## config.mk

```make
export PLATFORM = sky130hd
export DESIGN_NAME = sam_controller
export DESIGN_NICKNAME = d
export VERILOG_FILES = /design/src/rtl/sam_controller.sv
export SDC_FILE = /design/constraint.sdc
export NUM_CORES = 1
export LEC_CHECK = 0
export ABC_AREA = 1
export BUFFER_PORTS_ARGS = -buffer_cell sky130_fd_sc_hd__buf_2
export CAP_MARGIN = 20
export CORE_AREA = 2 2 39 41
export CTS_CLUSTER_DIAMETER = 50
export DETAILED_ROUTE_END_ITERATION = 16
export DIE_AREA = 0 0 41 43
export GPL_TIMING_DRIVEN = 0
export PLACE_DENSITY = 0.69
export SLEW_MARGIN = 0
export SYNTH_ARGS = -nofsm -noshare
export SYNTH_HDL_FRONTEND = slang
export SYNTH_SLANG_ARGS = --single-unit
```

## constraint.sdc

```tcl
create_clock -name clk -period 1.35 [get_ports clk]
set_input_delay 0.135 -clock clk [delete_from_list [all_inputs] [get_ports clk]]
set_output_delay 0.135 -clock clk [all_outputs]
set_load 0.01 [all_outputs]
```

## src/rtl/sam_controller.sv

```systemverilog
`default_nettype none
// +--------------------------------------------------------------------------+
// | sam_controller: hardwired SAM accumulator CPU control unit producing the |
// | 22-bit datapath control word b. Define SAM_CTRL_DEBUG_EN for state_dbg.  |
// | Revision: 1.0                                                            |
// +--------------------------------------------------------------------------+
module sam_controller (
  input  logic        clk,
  input  logic        reset,
  input  logic        WAIT,
  input  logic        IR15,
  input  logic        AC15,
  input  logic        IR14,
  output logic [21:0] b
`ifdef SAM_CTRL_DEBUG_EN
  ,
  output logic [3:0]  state_dbg
`endif
);

  typedef enum logic [3:0] {
    S_RST     = 4'd0,
    S_F_ADDR  = 4'd1,
    S_F_REQ   = 4'd2,
    S_F_WAIT  = 4'd3,
    S_F_IR    = 4'd4,
    S_DECODE  = 4'd5,
    S_OP_REQ  = 4'd6,
    S_OP_WAIT = 4'd7,
    S_EX1     = 4'd8,
    S_EX2     = 4'd9,
    S_ST_MBR  = 4'd10,
    S_ST_REQ  = 4'd11,
    S_ST_WAIT = 4'd12,
    S_BR      = 4'd13
  } state_t;

  localparam logic [21:0] B_RST      = 22'h000040;
  localparam logic [21:0] B_F_ADDR   = 22'h200400;
  localparam logic [21:0] B_RD_REQ   = 22'h00200C;
  localparam logic [21:0] B_RD_WAIT  = 22'h00220C;
  localparam logic [21:0] B_F_IR     = 22'h080820;
  localparam logic [21:0] B_DECODE   = 22'h100400;
  localparam logic [21:0] B_EX_LOAD  = 22'h014080;
  localparam logic [21:0] B_EX_ADD   = 22'h038080;
  localparam logic [21:0] B_EX2_ADD  = 22'h040001;
  localparam logic [21:0] B_ST_MBR   = 22'h000102;
  localparam logic [21:0] B_WR_CYCLE = 22'h003004;
  localparam logic [21:0] B_BRANCH   = 22'h100010;

  localparam logic [1:0] OP_LOAD  = 2'b00;
  localparam logic [1:0] OP_STORE = 2'b01;
  localparam logic [1:0] OP_ADD   = 2'b10;

  state_t      state;
  state_t      next_state;
  logic [1:0]  opcode;
  logic [21:0] ex_word;

  assign opcode  = {IR15, IR14};
  // EX1 and EX2 share the operand word; IR15 alone separates ADD from LOAD there
  assign ex_word = IR15 ? B_EX_ADD : B_EX_LOAD;

  always_ff @(posedge clk or posedge reset) begin
    if (reset) begin
      state <= S_RST;
    end else begin
      state <= next_state;
    end
  end

  always_comb begin
    next_state = S_RST;
    b          = B_RST;
    case (state)
      S_RST: begin
        next_state = S_F_ADDR;
        b          = B_RST;
      end
      S_F_ADDR: begin
        next_state = S_F_REQ;
        b          = B_F_ADDR;
      end
      S_F_REQ: begin
        next_state = S_F_WAIT;
        b          = B_RD_REQ;
      end
      S_F_WAIT: begin
        next_state = WAIT ? S_F_WAIT : S_F_IR;
        b          = B_RD_WAIT;
      end
      S_F_IR: begin
        next_state = S_DECODE;
        b          = B_F_IR;
      end
      S_DECODE: begin
        b = B_DECODE;
        case (opcode)
          OP_LOAD, OP_ADD: next_state = S_OP_REQ;
          OP_STORE:        next_state = S_ST_MBR;
          default:         next_state = S_BR;
        endcase
      end
      S_OP_REQ: begin
        next_state = S_OP_WAIT;
        b          = B_RD_REQ;
      end
      S_OP_WAIT: begin
        next_state = WAIT ? S_OP_WAIT : S_EX1;
        b          = B_RD_WAIT;
      end
      S_EX1: begin
        next_state = S_EX2;
        b          = ex_word;
      end
      S_EX2: begin
        next_state = S_F_ADDR;
        b          = ex_word | B_EX2_ADD;
      end
      S_ST_MBR: begin
        next_state = S_ST_REQ;
        b          = B_ST_MBR;
      end
      S_ST_REQ: begin
        next_state = S_ST_WAIT;
        b          = B_WR_CYCLE;
      end
      S_ST_WAIT: begin
        next_state = WAIT ? S_ST_WAIT : S_F_ADDR;
        b          = B_WR_CYCLE;
      end
      S_BR: begin
        next_state = S_F_ADDR;
        b          = AC15 ? B_BRANCH : 22'h000000;
      end
      default: begin
        next_state = S_RST;
        b          = B_RST;
      end
    endcase
  end

`ifdef SAM_CTRL_DEBUG_EN
  assign state_dbg = state;
`endif

endmodule
`default_nettype wire

```

### Yosys cells after proc, flatten, opt, wreduce, memory -nomap -nowiden

Index checks and enable logic that the tools add are counted.

* flip-flop bits (word level): 4
* latch bits: 0
* RAM bits: 0
* bits in read-only memories: 0
* input port bits: 6
* output and inout bits: 22
* logic and storage cells: 31
* memories: 0

* $add $sub $neg: 0
* multiply operators: 0
* div/mod/pow operators: 0
* order comparisons: 0
* equal/unequal tests: 15
* shift-type cells: 0
* mux-type cells: 8
* bitwise operators: 0
* reduce and logical (&&, ||, !) cells: 7

Operators with widths (count)
* case mux 22 bit (10 select lines): 1
* case mux 4 bit (12 select lines): 1
* equality test 4 bit, second input constant: 6
* two-way mux 21 bit: 1
* two-way mux 18 bit: 1
* equality test 4 x 3 -> 1 bit, second input constant: 4
* equality test 4 x 2 -> 1 bit, second input constant: 2
* two-way mux 4 bit: 2
* case mux 4 bit (2 select lines): 1
* OR reduction 2 bit: 4
* equality test 4 x 1 -> 1 bit, second input constant: 1
* zero test 4 bit: 1
* two-way mux 3 bit: 1
* OR reduction 3 bit: 1
* equality test 2 x 1 -> 1 bit, second input constant: 1
* equality test 2 bit, second input constant: 1
* zero test 2 bit: 1

### Depth between registers and ports, before layout

* depth after elaboration: 4
* depth in mapped cells: 8
* gate-level depth less buffers: 7

### Worst setup path after synthesis

Ideal clock, no wire load.

* path kind: register to output
* start: reg state[1]
* end: out b[13]
* data arrival time: 1.191 ns
* data required time: 1.215 ns
* slack: 0.024 ns
* cell stages (with the launch flop): 8
* buffers on the path: 2
* cell sequence: dfrtp_1 -> buf_2 -> nand2_1 -> inv_1 -> nand2_2 -> nand2_2 -> or2_1 -> buf_4

* word-level cells in the longest chain between the ends: 3
* elaborated cells between the ends (all ways): 17
* those cells by class: eq/ne (13); mux (1); reduce/logical (3)

RTL lines
* start, declared: RTL line 55 `state_t state;`
* start signal, assigned: RTL line 68 `state <= next_state;`
* equality test 4 bit, or another cell as far along: RTL line 75 `case (state)`
* OR reduction 2 bit (no source line)
* case mux 22 bit (10 select lines) (*): RTL line 75
* end, declared: RTL line 14 `output logic [21:0] b`

Every way passes the cells marked *; elsewhere a longest branch is shown, timed or not.

### Worst setup path in the final report

Ends and elaborated chain as after synthesis.

==> impl_metrics.yaml <==
outcome:
  run_status: "finished with violations"
  failed_checks: "negative setup slack"
timing:
  finalMaxSlewViolations: 0
  period_share_pct: 117
  max_freq_mhz: 634
  tightest_slew_ns: 0.231
  largest_clock_skew_in_the_final_design_ns: 0.00692
  rsz0062_at_grt: "true"
  final_number_of_hold_violating_endpoints: 0
  report.final.setup_viol: 18
  maxSlewHeadroom_pct: 84.5
  setup_ws_ns: -0.228
  holdWs_ns: 0.266
  layout_min_cycle_time_ns: 1.58
synthesis:
  netlist_top_cells_area: "sky130_fd_sc_hd__nand2_1 (21%), sky130_fd_sc_hd__dfrtp_1 (21%), sky130_fd_sc_hd__nor2_1 (15%), sky130_fd_sc_hd__buf_4 (11%), sky130_fd_sc_hd__inv_1 (10%)"
  synthMostInstantiatedCell: "sky130_fd_sc_hd__nand2_1"
  synth_register_bits: 4
  syn-instance-count: 90
  synth.net_count: 96
  synth-edff-count: 0
  synth_sequential_area_ratio_pct: 20.6
  synth_top_flop_cell: "sky130_fd_sc_hd__dfrtp_1"
  yosys.cell_types.count: 16
  ys_warn_count: 0
  synth_async_sr_flop_share_pct: 100
  ys_top_cells_by_count: "sky130_fd_sc_hd__nand2_1 (27), sky130_fd_sc_hd__nor2_1 (19), sky130_fd_sc_hd__inv_1 (13), sky130_fd_sc_hd__buf_4 (7), sky130_fd_sc_hd__dfrtp_1 (4)"
  synth_largest_type_area_fraction_pct: 20.8
  syn_area_per_cell_um2: 5.41
  yosysTopAreaCell: "sky130_fd_sc_hd__nand2_1"
  syn_area_um2: 487
pwr:
  p_switching_w: 0.000861
  vdd_drop_max_mv: 0.980
  p_seq_share_pct: 14.7
  static_leak_nw: 0.560
  netSwitchingFraction_pct: 48.3
  clock_power_share_pct: 8.6
  power_density_nw_per_um2: 1920
  power_frac_comb_pct: 76.7
  intPower_w: 0.000923
clock_network:
  ctsRootBufferMaster: "sky130_fd_sc_hd__clkbuf_4"
  cts_num_sinks: 4
  insertion_delay_ns: 0.24
  numCtsBuffers: 3
  clk_path_buf_depth: 2
  clock_tree_from_tritoncts: "built"
  h-tree-depth: 1
  clkSlewWorstSetupHoldPaths_ns: 0.04
worst_setup_path:
  worst_path_dominant_cell_family: "simple AND/OR/NAND/NOR gates"
  rrSetupSlack_ns: 0.11
  crit_type: "flop to output pin"
  critPathRequiredTime_ns: 1.22
  timing.critical_path.slowest_stage_cell: "sky130_fd_sc_hd__dfrtp_2"
  crit_path_max_incr_delay_ns: 0.44
  worst_r2r_startpoint: "state[2]$_DFF_PP0_"
  reg2reg_depth: 8
  cp-start-kind: "flop"
  critical_path_arrival_ns: 1.44
  r2r-end: "state[2]$_DFF_PP0_"
  crit_path_cell_trace: "nand2_1 > inv_2 > nand2_2 > nand2_2 > or2_1 > buf_4 > buf_6"
  endpoint_kind: "output pin"
  timing.critical_path.mode_cell: "sky130_fd_sc_hd__nand2_2"
  crit_fanout: 5
  critical_path_buf_inv_count: 3
floorplan:
  core_region_area_um2: 1380
  initial_core_utilization_pct: 35.2
  rows: 14
  die_h_um: 43
  pin_count: 28
  die_x_um: 41
  floorplan_die_area_um2: 1760
worst_hold_path:
  min_from: "IR14"
  min_path_type: "primary input to flop"
  min_delay_path_depth: 4
  hold_path_end: "state[1]$_DFF_PP0_"
place:
  placement.cell_area_um2: 642
  hpwlAfterDp_um: 955
  inst_count_dp: 133
  place.gp.congestion: 0.874
  number_of_port_buffers: 27
global_route:
  gr-usage-met2_pct: 33.8
  global_route.overflow_total: 0
  met1_usage_pct: 23.4
  global_route.usage.total_pct: 19.9
  grt_max_degree: 7
  vias_in_the_first_global_route: 608
  busiest_layer: "met2"
  antenna_violations_before_repair: 0
  grt_first_pass_wirelength_um: 2440
  globalRouteMet3Util_pct: 3.14
finish:
  fin_cells: 151
  layout.filler_cells: 111
  design.final.nets: 143
  regMostFlops: "state"
  top_regs: "state (4)"
  number_of_flip_flops_under_the_largest_register_name: 4
  drive_gt1_share_pct: 57.0
  final-seq-area_um2: 105
  multiInputGateArea_um2: 337
  final_area_um2: 930
  antenna_cells_inserted: 0
  area_growth_from_synthesis_to_layout_pct: 91.0
drt:
  routed_via_density: 4.71
  post_drt_wl_per_cell_um: 10.8
  via_count: 711
  first_pass_iters: 4
  drc_errors: 0
  antenna_left: 0
  drt-initial-drc-count: 8
  sum_of_routed_wire_length_over_all_layers_um: 1630
flow_run:
  max_cap_viol_count: 0
==> metrics by stage <==
stage	util (%)	setup WS, ns	setup TNS (ns)	power, W
after detailed placement	46.4	-0.0995	-0.0995	0.00110
after global routing	67.2	-0.302	-3.61	0.00193
after floorplan	-	0.0239	0	0.000825
after global placement	46.4	-0.110	-0.110	0.00109
final	67.2	-0.228	-2.22	0.00178
after CTS	63.0	-0.206	-1.39	0.00164
==> power by group through the flow <==
stage | sequential, W | clock (W) | combinational, W
CTS | 0.000243 | 0.000156 | 0.00124
global placement | 0.000244 | 0 | 0.000848
global route | 0.000265 | 0.000175 | 0.00149
finish | 0.000262 | 0.000153 | 0.00137
floorplan | 0.000227 | 0 | 0.000598
detailed placement | 0.000245 | 0 | 0.000851
==> cell usage in the layout (no fill, tap or decap) <==
cell / n
sky130_fd_sc_hd__buf_4: 18
sky130_fd_sc_hd__inv_2: 4
sky130_fd_sc_hd__o21ai_0: 2
sky130_fd_sc_hd__nand3_1: 3
sky130_fd_sc_hd__inv_6: 1
sky130_fd_sc_hd__inv_1: 9
sky130_fd_sc_hd__inv_4: 1
sky130_fd_sc_hd__dfrtp_2: 4
sky130_fd_sc_hd__buf_2: 18
sky130_fd_sc_hd__nor2_4: 5
sky130_fd_sc_hd__nor3_1: 1
sky130_fd_sc_hd__dlygate4sd3_1: 1
sky130_fd_sc_hd__nand2_4: 1
sky130_fd_sc_hd__and3_4: 1
sky130_fd_sc_hd__nand2_1: 23
sky130_fd_sc_hd__nand2_2: 6
sky130_fd_sc_hd__nor3_2: 1
sky130_fd_sc_hd__nor2_1: 16
sky130_fd_sc_hd__or2_1: 1
sky130_fd_sc_hd__nand4_1: 1
sky130_fd_sc_hd__nor3_4: 1
sky130_fd_sc_hd__o21ai_1: 1
sky130_fd_sc_hd__clkbuf_4: 3
sky130_fd_sc_hd__buf_6: 13
==> worst max-delay path by stage <==
stage	depth (start not counted)	slack (ns)	to	start
after floorplan	7	0.02	b[13]	state[1]$_DFF_PP0_
after global placement	7	-0.11	b[13]	state[3]$_DFF_PP0_
after detailed placement	7	-0.1	b[13]	state[3]$_DFF_PP0_
after CTS	7	-0.21	b[13]	state[3]$_DFF_PP0_
after global routing	7	-0.30	b[13]	state[1]$_DFF_PP0_
final	7	-0.23	b[13]	state[1]$_DFF_PP0_
==> tightest hold or removal path, delay by kind of cell <==
family / cells / cell delay [ns]
simple gates: 3 / 0.23
buf+inv: 1 / 0.10
==> cell families after synthesis <==
kind of cell	share of synthesized area [%]
simple gates	53.0
compound gates	3.08
buf+inv	23.4
flops	20.6
==> per-layer routing <==
layer	vias up	wire length [um]	part of all wire, %
li1	359	-	-
met1	313	623	38
met2	37	874	54
met3	2	129	7.9
met4	0	4	0.25
met5	-	0	0
==> timing repair <==
| action | 4_1_cts | 5_1_grt |
|---|---|---|
| buffers inserted | 13 | 2 |
| pin swaps | 7 | 2 |
| endpoints found under the setup margin | 17 | 20 |
| endpoints found under the hold margin | 4 | 0 |
| gates resized for setup | 31 | 12 |
| cloned | 0 | 0 |
| hold buffers | 1 | 0 |
==> area by class of cell <==
type | count | share of cell area [%]
buffer | 7 | 6.46
clock buffer | 3 | 2.42
inverter | 15 | 6.86
multi-input combinational | 63 | 36.2
sequential | 4 | 11.3
tap | 16 | 2.15
timing repair buffer | 43 | 34.6
Power figures use the tool's default switching activity.
